==> config.mk <==
export PLATFORM = sky130hd
export DESIGN_NAME = contador_ctrl
export DESIGN_NICKNAME = d
export VERILOG_FILES = /design/src/rtl/contador_pkg.sv /design/src/rtl/antirrebote.sv /design/src/rtl/contador_ctrl.sv
export SDC_FILE = /design/constraint.sdc
export NUM_CORES = 1
export LEC_CHECK = 0
export ABC_AREA = 0
export BUFFER_PORTS_ARGS = -buffer_cell sky130_fd_sc_hd__buf_4
export CORE_MARGIN = 8
export CORE_UTILIZATION = 55
export DETAILED_ROUTE_END_ITERATION = 8
export PLACE_DENSITY = 0.75
export SYNTH_ARGS = -nofsm -noshare
export SYNTH_HDL_FRONTEND = slang
export SYNTH_SLANG_ARGS = --single-unit
==> constraint.sdc <==
create_clock -name clk -period 1.7 [get_ports clk]
set_clock_uncertainty 0.05 [all_clocks]
set_input_delay 0.085 -clock clk [delete_from_list [all_inputs] [get_ports clk]]
set_output_delay 0.085 -clock clk [all_outputs]
set_load 0.02 [all_outputs]
==> src/rtl/contador_pkg.sv <==
// Shared types for the up/down button counter family: FSM state and
// button-owner encodings, plus a helper for sizing timer registers.
package contador_pkg;

  // Control FSM states, shared with display and counter siblings.
  typedef enum logic [1:0] {
    ST_IDLE   = 2'd0,
    ST_HOLD   = 2'd1,
    ST_REPEAT = 2'd2,
    ST_LOCK   = 2'd3
  } ctrl_state_e;

  // Which button owns the current press; the value doubles as step direction.
  typedef enum logic {
    OWN_DN = 1'b0,
    OWN_UP = 1'b1
  } owner_e;

  // Bit positions of the two buttons inside packed button vectors.
  localparam int unsigned BTN_UP = 0;
  localparam int unsigned BTN_DN = 1;
  localparam int unsigned N_BTN  = 2;

  // Number of bits needed to hold values 0..max_val (at least one bit).
  function automatic int unsigned cnt_bits(input int unsigned max_val);
    int unsigned bits;
    bits = 1;
    while ((max_val >> bits) != 0) begin
      bits = bits + 1;
    end
    return bits;
  endfunction

endpackage

==> src/rtl/antirrebote.sv <==
// Button conditioner: two-flop synchronizer followed by a debouncer that
// only accepts a new level after DEB_CYCLES consecutive differing samples.
module antirrebote
  import contador_pkg::*;
#(
  parameter int unsigned DEB_CYCLES = 4
) (
  input  logic clk,
  input  logic rst,
  input  logic btn_raw,
  output logic btn_lvl
);

  localparam int unsigned CW = cnt_bits(DEB_CYCLES - 1);
  localparam logic [CW-1:0] DEB_LAST = CW'(DEB_CYCLES - 1);

  logic          sync1_q;
  logic          sync1_d;
  logic          sync2_q;
  logic          sync2_d;
  logic          lvl_q;
  logic          lvl_d;
  logic [CW-1:0] cnt_q;
  logic [CW-1:0] cnt_d;

  // Synchronizer shift plus debounce run-length counter.
  always_comb begin
    sync1_d = btn_raw;
    sync2_d = sync1_q;
    lvl_d   = lvl_q;
    cnt_d   = '0;
    if (sync2_q != lvl_q) begin
      // Any matching sample in between resets the run, so only an
      // uninterrupted run of differing samples flips the level.
      if (cnt_q == DEB_LAST) begin
        lvl_d = sync2_q;
        cnt_d = '0;
      end else begin
        cnt_d = cnt_q + CW'(1);
      end
    end
  end

  // State registers for synchronizer, level and run counter.
  always_ff @(posedge clk) begin
    if (rst) begin
      sync1_q <= 1'b0;
      sync2_q <= 1'b0;
      lvl_q   <= 1'b0;
      cnt_q   <= '0;
    end else begin
      sync1_q <= sync1_d;
      sync2_q <= sync2_d;
      lvl_q   <= lvl_d;
      cnt_q   <= cnt_d;
    end
  end

  assign btn_lvl = lvl_q;

endmodule

==> src/rtl/contador_ctrl.sv <==
// Up/down counter driven by two bouncing buttons: single step on press,
// auto-repeat after a hold delay, and a lock-out while both are pressed.
module contador_ctrl
  import contador_pkg::*;
#(
  parameter int unsigned WIDTH       = 2,
  parameter int unsigned DEB_CYCLES  = 4,
  parameter int unsigned HOLD_CYCLES = 16,
  parameter int unsigned REP_CYCLES  = 8
) (
  input  logic             clk,
  input  logic             rst,
  input  logic             btn_up,
  input  logic             btn_dn,
  input  logic             clr,
  output logic [WIDTH-1:0] count,
  output logic             step,
  output logic             dir,
  output logic             locked
);

  localparam int unsigned HW = cnt_bits(HOLD_CYCLES - 1);
  localparam int unsigned RW = cnt_bits(REP_CYCLES - 1);
  localparam logic [HW-1:0] HOLD_LAST = HW'(HOLD_CYCLES - 1);
  localparam logic [RW-1:0] REP_LAST  = RW'(REP_CYCLES - 1);

  logic [N_BTN-1:0] btn_raw;
  logic [N_BTN-1:0] btn_lvl;
  logic [N_BTN-1:0] lvl_prev_q;
  logic [N_BTN-1:0] lvl_prev_d;
  logic [N_BTN-1:0] btn_rise;

  ctrl_state_e      state_q;
  ctrl_state_e      state_d;
  owner_e           owner_q;
  owner_e           owner_d;
  logic [HW-1:0]    hold_cnt_q;
  logic [HW-1:0]    hold_cnt_d;
  logic [RW-1:0]    rep_cnt_q;
  logic [RW-1:0]    rep_cnt_d;
  logic             step_q;
  logic             step_d;
  logic             dir_q;
  logic             dir_d;
  logic [WIDTH-1:0] count_q;
  logic [WIDTH-1:0] count_d;

  logic             own_held;
  logic             other_held;

  assign btn_raw[BTN_UP] = btn_up;
  assign btn_raw[BTN_DN] = btn_dn;

  generate
    for (genvar gi = 0; gi < N_BTN; gi++) begin : g_btn
      antirrebote #(
        .DEB_CYCLES (DEB_CYCLES)
      ) u_antirrebote (
        .clk     (clk),
        .rst     (rst),
        .btn_raw (btn_raw[gi]),
        .btn_lvl (btn_lvl[gi])
      );
    end
  endgenerate

  // Edge detection on the debounced levels.
  always_comb begin
    lvl_prev_d = btn_lvl;
    btn_rise   = btn_lvl & ~lvl_prev_q;
  end

  // Held status of the press owner and of the opposing button.
  always_comb begin
    own_held   = 1'b0;
    other_held = 1'b0;
    if (owner_q == OWN_UP) begin
      own_held   = btn_lvl[BTN_UP];
      other_held = btn_lvl[BTN_DN];
    end else begin
      own_held   = btn_lvl[BTN_DN];
      other_held = btn_lvl[BTN_UP];
    end
  end

  // Next-state, timers and step request for the control FSM.
  always_comb begin
    state_d    = state_q;
    owner_d    = owner_q;
    hold_cnt_d = hold_cnt_q;
    rep_cnt_d  = rep_cnt_q;
    step_d     = 1'b0;
    dir_d      = dir_q;
    unique case (state_q)
      ST_IDLE: begin
        if (btn_lvl[BTN_UP] && btn_lvl[BTN_DN]) begin
          state_d = ST_LOCK;
        end else if (btn_rise[BTN_UP] && !btn_lvl[BTN_DN]) begin
          step_d     = 1'b1;
          dir_d      = 1'b1;
          owner_d    = OWN_UP;
          hold_cnt_d = '0;
          state_d    = ST_HOLD;
        end else if (btn_rise[BTN_DN] && !btn_lvl[BTN_UP]) begin
          step_d     = 1'b1;
          dir_d      = 1'b0;
          owner_d    = OWN_DN;
          hold_cnt_d = '0;
          state_d    = ST_HOLD;
        end
      end
      ST_HOLD: begin
        // Lock is tested before release so IDLE is only ever entered
        // with both buttons low.
        if (other_held) begin
          state_d = ST_LOCK;
        end else if (!own_held) begin
          state_d = ST_IDLE;
        end else if (hold_cnt_q == HOLD_LAST) begin
          step_d    = 1'b1;
          dir_d     = (owner_q == OWN_UP);
          rep_cnt_d = '0;
          state_d   = ST_REPEAT;
        end else begin
          hold_cnt_d = hold_cnt_q + HW'(1);
        end
      end
      ST_REPEAT: begin
        if (other_held) begin
          state_d = ST_LOCK;
        end else if (!own_held) begin
          state_d = ST_IDLE;
        end else if (rep_cnt_q == REP_LAST) begin
          step_d    = 1'b1;
          dir_d     = (owner_q == OWN_UP);
          rep_cnt_d = '0;
        end else begin
          rep_cnt_d = rep_cnt_q + RW'(1);
        end
      end
      ST_LOCK: begin
        if (!btn_lvl[BTN_UP] && !btn_lvl[BTN_DN]) begin
          state_d = ST_IDLE;
        end
      end
      default: begin
        state_d = ST_IDLE;
      end
    endcase
  end

  // Counter applies the registered step one cycle later; clear wins.
  always_comb begin
    count_d = count_q;
    if (clr) begin
      count_d = '0;
    end else if (step_q) begin
      if (dir_q) begin
        count_d = count_q + WIDTH'(1);
      end else begin
        count_d = count_q - WIDTH'(1);
      end
    end
  end

  // State registers for FSM, timers, outputs and counter.
  always_ff @(posedge clk) begin
    if (rst) begin
      state_q    <= ST_IDLE;
      owner_q    <= OWN_UP;
      hold_cnt_q <= '0;
      rep_cnt_q  <= '0;
      step_q     <= 1'b0;
      dir_q      <= 1'b0;
      count_q    <= '0;
      lvl_prev_q <= '0;
    end else begin
      state_q    <= state_d;
      owner_q    <= owner_d;
      hold_cnt_q <= hold_cnt_d;
      rep_cnt_q  <= rep_cnt_d;
      step_q     <= step_d;
      dir_q      <= dir_d;
      count_q    <= count_d;
      lvl_prev_q <= lvl_prev_d;
    end
  end

  assign count  = count_q;
  assign step   = step_q;
  assign dir    = dir_q;
  assign locked = (state_q == ST_LOCK);

endmodule

==> impl_metrics.yaml <==
placed_design:
  place.detailed.hpwl_mm: 1.953
  post-place-ws_ps: -21.74
  placed_cells: 186
  place.gp.congestion: 0.8880
  io_buffer_count: 9
  dpl-instance-area_sq_um: 1481
route:
  vias: 1102
  drc: 0
  via_per_inst: 5.710
  drt_iter0_drc: 27
  first_pass_iters: 4
  wire_per_inst_microns: 14.01
  ant_nets: 0
  drt-total-wl_mm: 2.703
pwr:
  peakVddDrop_mv: 0.7989
  p_total_w: 0.001853
  p_leak_nw: 0.6101
  powerDensity_nw_per_um2: 1160
sta:
  relSlewSlack: 0.7718
  rsz0062_at_grt: "true"
  setup-violations-final: 0
  setup_ws_ps: 44.96
  period_minus_slack_ps: 1655
  hold_violations: 0
  drv_slew: 0
  fmax_mhz: 604.2
  worst_pin_slew_ps: 341.6
  fin_crit_sh: 0.9736
synthesis:
  yosysUniqueCellTypes: 43
  synth_top_cell_area_share: 0.3824
  syn_inst: 147
  synth-edff-count: 0
  synth_nets: 161
  netlist_top_cells_area: "dfxtp_1 (38%), ha_1 (8.3%), mux2i_1 (4.4%)"
  ys_seq_area_frac: 0.3824
  dominantRegCellSynth: "dfxtp_1"
  async_flop_share: 0
  netlist.top_cell.by_area: "dfxtp_1"
  syn_avg_cell_area_sq_um: 9.261
  synth_seq_cells: 26
  syn_area_sq_um: 1361
  ys_warn_count: 0
hold_path:
  hold_end: "g_btn[1].u_antirrebote.btn_lvl"
  whs_path_depth: 2
  holdCritPathClass: "input port to flip-flop"
  min_from: "rst"
final_layout:
  syn_to_final_growth_pct: 17.37
  fin_nets: 178
  drive_gt1_frac: 0.2147
  num-fill-cells: 207
  n_antenna_cell: 0
  layout_commonest_cell: "dfxtp_1"
  fin_cells: 193
  design_area_sq_um: 1598
  layout_common_cells: "dfxtp_1 (23), buf_4 (16), nor2_1 (13), nor2b_1 (9)"
  post-route-util: 0.6630
floorplanning:
  die_area_sq_um: 4323
  rows: 18
  start_util: 0.5649
  die_x_microns: 65.75
  die_h_microns: 65.75
  ios: 10
  core-area_sq_um: 2410
critical_path:
  cp.arrival_ps: 1830
  reg2reg_to: "state_q[1]"
  reg2reg_slack_ps: 40
  end_kind: "flip-flop"
  r2r_start: "g_btn[0].u_antirrebote.btn_lvl"
  start_kind: "flip-flop"
  critPathKind: "flip-flop to flip-flop"
  cp.required_ps: 1870
  path_max_fanout: 10
  r2r.worst_path.cells: 5
grt:
  grt_usage: 0.1332
  antenna_found_initial: 0
  grt_pass1_vias: 1018
  grt_pass1_wl_mm: 4.643
  grt_max_degree: 26
  overflow: 0
clock_network:
  path_clk_slew_ps: 150
  clock_sinks: 26
  cts.path.max_buffers: 2
  clk_latency_ps: 320
  tritoncts: "yes"
  cts_made_buffers: 3
  cts_root_buf: "clkbuf_4"
  cts_max_level: 1
status:
  status: "complete, no violations"
job:
  cap_violations: 0
cell usage after synthesis (2+ instances only):
cell type	count
or3_1	3
a22oi_1	3
mux2i_1	6
a21oi_1	4
nand2_1	6
nand2b_1	5
buf_2	3
ha_1	9
nand3_1	4
nor2b_1	9
a311oi_1	2
inv_1	7
or3b_1	2
a221o_1	2
xnor2_1	4
a211oi_1	4
nor3_1	2
nor2_1	13
o21ai_0	6
clkbuf_1	3
nand3b_1	3
dfxtp_1	26
through the flow:
| step | hold slack [ps] | TNS, ps |
|---|---|---|
| floorplan | 112.5 | 0 |
| global placement | 210.6 | 0 |
| detailed placement | 217.2 | -28.17 |
| CTS | 36.38 | -34.25 |
| global route | 30.32 | -2.562 |
| finish | 46.24 | 0 |
cells by family after synthesis:
| group | after synthesis | synth area share |
|---|---|---|
| mux | 7 | 0.05239 |
| fa+ha+maj | 9 | 0.08272 |
| xor+xnor | 5 | 0.03217 |
| compound gates | 31 | 0.1719 |
| flops | 26 | 0.3824 |
| simple gates | 55 | 0.2316 |
| buf+inv | 14 | 0.04687 |
flip-flops by register name, summed over array words and instances (netlist names):
signal                       flops
count                            2
dir                              1
g_btn.u_antirrebote.btn_lvl      2
g_btn.u_antirrebote.cnt_q        4
g_btn.u_antirrebote.sync1_q      2
g_btn.u_antirrebote.sync2_q      2
hold_cnt_q                       4
lvl_prev_q                       2
owner_q                          1
rep_cnt_q                        3
state_q                          2
step                             1
report_power, final:
part / switching (W) / internal [W] / leakage, nW
Clock: 0.000184 / 0.000238 / 0.0279
Sequential: 0.0000426 / 0.000652 / 0.213
Combinational: 0.000394 / 0.000342 / 0.370
worst max-delay path, cell delays in order (launching register included):
cell and delay [ps]:
dfxtp_2 370, buf_4 170, and3b_2 250, o221ai_1 310, a21oi_1 140, a311oi_2 270
area by class of cell:
type	instances	area, sq um	area share
clock buffers	3	22.52	0.01410
inverters	7	26.28	0.01644
flip-flops and latches	26	526.8	0.3297
clock inverters	1	30.03	0.01879
well taps	30	37.54	0.02349
multi-input cells	107	804.5	0.5035
repair buffers	19	150.1	0.09397
what timing repair did:
item | CTS | global route
setup buffers | 0 | 0
hold buffers | 3 | 0
pin swaps | 0 | 1
gates resized for setup | 2 | 10
gates cloned | 0 | 0
endpoints found under the setup margin | 7 | 6
endpoints found under the hold margin | 4 | 0
per-layer routing:
layer / vias up / GRT usage / share of wire
met5: - / 0 / 0
met4: 0 / 0.05995 / 0.014
met3: 6 / 0.02891 / 0.051
met2: 30 / 0.2229 / 0.48
met1: 505 / 0.1581 / 0.45
li1: 561 / - / -
worst max path at each step:
stage,from,slack (ps),cells after the start,to
6_report,g_btn[0].u_antirrebote.btn_lvl,40,5,state_q[1]
4_1_cts,state_q[0],-30,6,state_q[1]
3_5_place_dp,g_btn[1].u_antirrebote.btn_lvl,-20,4,rep_cnt_q[0]
3_3_place_gp,g_btn[1].u_antirrebote.btn_lvl,40,4,rep_cnt_q[0]
5_1_grt,state_q[1],-3,6,state_q[1]
2_1_floorplan,state_q[1],130,7,hold_cnt_q[1]
Power figures use the tool's default switching activity.
